[src/rtl/la_prbs.sv]
// la_prbs: XNOR-feedback Fibonacci PRBS generator plus a self-synchronising checker.
//   clk, nreset          clock and synchronous active-low reset
//   gen_en, gen_load     advance the generator / load gen_seed (load wins)
//   gen_seed [N]         generator seed; all-ones is replaced by all-zeros
//   gen_bit              generator output, straight from the MSB of the state
//   chk_valid, chk_bit   received stream bit and its qualifier
//   chk_clr              clear the error counter
//   locked, err          checker lock state and per-mismatch pulse
//   err_count [CW]       saturating mismatch count
module la_prbs #(
  parameter int N = 7,
  parameter int CW = 16,
  parameter int LOSS = 4,
  parameter string PROP = "DEFAULT"
) (
  input  logic          clk,
  input  logic          nreset,
  input  logic          gen_en,
  input  logic          gen_load,
  input  logic [N-1:0]  gen_seed,
  output logic          gen_bit,
  input  logic          chk_valid,
  input  logic          chk_bit,
  input  logic          chk_clr,
  output logic          locked,
  output logic          err,
  output logic [CW-1:0] err_count
);
  localparam int T1 = N;
  localparam int T2 = N == 7 ? 6 : N == 15 ? 14 : N == 23 ? 18 : 28;
  localparam int FW = $clog2(N);
  if (!(N == 7 || N == 15 || N == 23 || N == 31) || LOSS < 1 || LOSS > 15) begin : g_bad_param
    $error("la_prbs: unsupported N or LOSS");
  end
  typedef enum logic {SEARCH, LOCKED} state_t;
  state_t state;
  logic [N-1:0] s, r, r_sh;
  logic [FW-1:0] fill;
  logic [3:0] miss;
  logic p, hit;
  // In LOCKED the checker free-runs on its own prediction, so a flipped input
  // bit never pollutes the shift register and costs exactly one error.
  always_comb begin
    p = ~(r[T1-1] ^ r[T2-1]);
    r_sh = {r[N-2:0], state == LOCKED ? p : chk_bit};
    hit = chk_valid && state == LOCKED && chk_bit != p;
  end
  assign gen_bit = s[N-1];
  assign locked = state == LOCKED;
  always_ff @(posedge clk) begin
    if (!nreset) begin
      s <= '0;
      r <= '0;
      fill <= '0;
      miss <= '0;
      state <= SEARCH;
      err <= 1'b0;
      err_count <= '0;
    end else begin
      if (gen_load) s <= &gen_seed ? '0 : gen_seed;
      else if (gen_en) s <= {s[N-2:0], ~(s[T1-1] ^ s[T2-1])};
      err <= hit;
      if (chk_clr) err_count <= CW'(hit);
      else if (hit && !(&err_count)) err_count <= err_count + CW'(1);
      if (chk_valid) begin
        r <= r_sh;
        if (state == SEARCH) begin
          fill <= fill == FW'(N-1) ? '0 : fill + FW'(1);
          // An all-ones window means a stuck-at-1 line: refill instead of locking.
          if (fill == FW'(N-1) && !(&r_sh)) begin
            state <= LOCKED;
            miss <= '0;
          end
        end else if (hit && miss == 4'(LOSS-1)) begin
          state <= SEARCH;
          fill <= '0;
          miss <= '0;
        end else begin
          miss <= hit ? miss + 4'd1 : '0;
        end
      end
    end
  end
endmodule

[config.mk]
export PLATFORM = sky130hd
export DESIGN_NAME = la_prbs
export DESIGN_NICKNAME = d
export VERILOG_FILES = /design/src/rtl/la_prbs.sv
export SDC_FILE = /design/constraint.sdc
export NUM_CORES = 1
export LEC_CHECK = 0
export BUFFER_PORTS_ARGS = -buffer_cell sky130_fd_sc_hd__buf_2
export CAP_MARGIN = 15
export CORE_MARGIN = 2
export CORE_UTILIZATION = 46
export DETAILED_ROUTE_END_ITERATION = 7
export PLACE_DENSITY = 0.67
export RECOVER_POWER = 25
export REMOVE_ABC_BUFFERS = 1
export SLEW_MARGIN = 5
export SYNTH_ARGS = -nofsm -noshare
export SYNTH_HDL_FRONTEND = slang
export SYNTH_SLANG_ARGS = --single-unit
[constraint.sdc]
create_clock -name clk -period 2.3 [get_ports clk]
set_input_delay 0.69 -clock clk [delete_from_list [all_inputs] [get_ports clk]]
set_output_delay 0.69 -clock clk [all_outputs]
set_load 0.02 [all_outputs]
==> summary.md <==
| Metric | Value |
|---|---|
| Post-DR wirelength/cell | `13.5 microns` |
| Register bit total from synthesis | `39` |
| Top cells by area, synth | `dfxtp_1 (39%), mux2i_1 (11%), nor2_1 (4.9%)` |
| Routability cong. | `0.775` |
| Worst-path fanout max | `22` |
| Layout cells sized above 1 | `19.5%` |
| Hpwl dp | `2930 microns` |
| Pre-antenna DRT Iters | `4` |
| Final-report hold violation count | `0` |
| Vias in the first global route | `1542` |
| Post-Syn Instances | `229` |
| Chip width | `69.9 microns` |
| Peak supply drop | `0.311 mV` |
| Run status | `completed` |
| N_diodes | `0` |
| Placed Cells | `304` |
| Reg clk slew, reported paths | `80 ps` |
| Max Cap Violations | `0` |
| Post-CTS setup repair buffer count | `0` |
| Worst Slack Setup Final | `347 ps` |
| Initial Util | `48.9%` |
| Worst-margin pin slew | `973 ps` |
| Required time of the critical path | `2480 ps` |
| Die area | `4880 sq um` |
| Worst skew pair latency | `290 ps` |
| Pwr Density | `628 nW/um^2` |
| Chip height | `69.9 microns` |
| Core Util, Final | `56.9%` |
| Area of placed instances | `2200 sq um` |
| Overflow after GRT | `0` |
| Netlist cell types | `53` |
| Reg2Reg Depth | `5` |
| Fin Setup TNS | `0 ps` |
| PortBufs | `32` |
| Setup crit start kind | `input pin` |
| RSZ-0062 raised after global routing | `false` |
| Layout net count | `277` |
| Initial DRC count | `154` |
| Row Count | `23` |
| CTS tree | `yes` |
| Area Growth Syn to Fin | `16.5%` |
| CTS H-tree depth | `2` |
| Critical Setup Path Class | `input pin to flop` |
| Number of synthesized flops with an enable pin | `0` |
| Worst hold path class | `flop to flop` |
| Slew Limit Fails | `0` |
| Non-filler cells, final | `312` |
| Cell Area, Synth | `2000 sq um` |
| Vias per std cell | `5.65` |
| Post-synth top area cell | `dfxtp_1` |
| Ys flop type | `dfxtp_1` |
| Headroom to the max-slew limit | `35.2%` |
| CTS sink cnt | `39` |
| Initial antenna violation count | `0` |
| Pre-CTS setup slack | `210 ps` |
| Endpoint class of the critical path | `flop` |
| Syn avg cell area | `8.72 sq um` |
| Drt drc | `0` |
| Fin crit share | `84.9%` |
| Area share of the largest cell type after synthesis | `39.1%` |
| Warnings, synthesis | `0` |
| Final Skew | `5.77 ps` |
| # hold bufs at CTS | `0` |
| Largest net degree at the start of global routing | `23` |
| Leak | `0.926 nW` |
| Post-CTS Resized | `0` |
| Total GRT Usage | `17.9%` |
| Worst Path Arrival | `2130 ps` |
| Hold depth | `2` |
| Final min period | `1950 ps` |
| Clock Tree Buf Depth | `2` |
| Fin area | `2330 sq um` |
| Inserted Clock Buffers | `5` |
| Post-route ant nets | `0` |
| Via count | `1763` |
| Ys async rst share | `0%` |
| Sequential fraction of the synthesis area | `39.1%` |
| Root Driver | `clkbuf_8` |
| # setup viols final | `0` |
| Global-route wire length before repair | `7260 microns` |
| Io pins | `33` |
| Peak Freq | `512 MHz` |
| Tot Pwr | `1.46 mW` |
| Final WL | `4200 microns` |
| Final hold slack | `507 ps` |
| CORE AREA | `4090 sq um` |
## logic make-up after synthesis
kind of cell,Yosys count,share of synthesized area (%)
xor gates and xnor gates,3,2.07
muxes,23,11.6
buffers and inverters,13,2.76
DFF,39,39.1
adders and majority gates,2,1.25
and+or+nand+nor,100,26.2
AOI/OAI and AO/OA,49,17.0
## cell usage in the layout, fill, tap and decap left out, types with 2 or more instances in the layout
cell type / Yosys / final
a2111o_1: 2 / 2
a211oi_1: 5 / 5
a21oi_1: 17 / 17
a311oi_1: 2 / 2
and2_1: 2 / 2
and3_1: 3 / 3
and4_1: 3 / 3
buf_2: 2 / 31
buf_4: 1 / 2
bufinv_16: 0 / 2
clkbuf_1: 6 / 3
clkbuf_8: 0 / 5
dfxtp_1: 39 / 39
ha_1: 2 / 2
inv_1: 3 / 3
mux2i_1: 22 / 22
nand2_1: 20 / 20
nand3_1: 12 / 12
nand3b_1: 2 / 2
nand4_1: 7 / 7
nor2_1: 26 / 26
nor2b_1: 2 / 2
nor3_1: 7 / 7
o211ai_1: 2 / 2
o21ai_0: 4 / 4
o31ai_1: 2 / 2
o41ai_1: 2 / 2
or2_2: 5 / 5
or4_1: 3 / 3
## cells in the mapped netlist (2+ instances only)
| library cell | instances |
|---|---|
| o41ai_1 | 2 |
| a21oi_1 | 17 |
| nand4_1 | 7 |
| nand3_1 | 12 |
| nor3_1 | 7 |
| and2_1 | 2 |
| o31ai_1 | 2 |
| buf_2 | 2 |
| dfxtp_1 | 39 |
| and3_1 | 3 |
| ha_1 | 2 |
| o211ai_1 | 2 |
| nor2b_1 | 2 |
| nor2_1 | 26 |
| a311oi_1 | 2 |
| and4_1 | 3 |
| or2_2 | 5 |
| nand2_1 | 20 |
| a211oi_1 | 5 |
| or4_1 | 3 |
| mux2i_1 | 22 |
| a2111o_1 | 2 |
| o21ai_0 | 4 |
| inv_1 | 3 |
| clkbuf_1 | 6 |
| nand3b_1 | 2 |
## critical path, cell delays in order
cell	delay [ps]
clkbuf_1	120
inv_1	90
clkbuf_1	730
nor2_1	150
a221o_1	350
## state kept, by name, summed over array words and instances (netlist names)
name / flops
err: 1
err_count: 16
fill: 3
locked: 1
miss: 4
r: 7
s: 7
## power by group
part | switching, mW | internal, mW | leakage, nW
Clock | 0.242 | 0.434 | 0.0654
Combinational | 0.0499 | 0.0384 | 0.544
Sequential | 0.0104 | 0.687 | 0.316
## layer usage
layer  global-route usage, %  part of all wire (%)
met3                    3.75                   5.2
met1                    26.7                    52
met5                       0                     0
met4                    5.34                  0.57
met2                    25.8                    42
## path summary, 6_finish.rpt
path                                    from             to  slack, ps
worst max-delay path                  nreset        miss[3]        350
worst min register to register  err_count[6]   err_count[6]        510
worst min-delay path            err_count[6]   err_count[6]        510
worst max register to register  err_count[0]  err_count[14]        470
## cell type report
class | instances | area, sq um
Tap cell | 50 | 62.6
Clock buffer | 6 | 72.6
Timing Repair Buffer | 35 | 178
Inverter | 3 | 11.3
Clock inverter | 2 | 60.1
Fill cell | 382 | 1760
Sequential cell | 39 | 781
Multi-Input combinational cell | 177 | 1160
No activity file was read; power rests on OpenSTA's default activity.
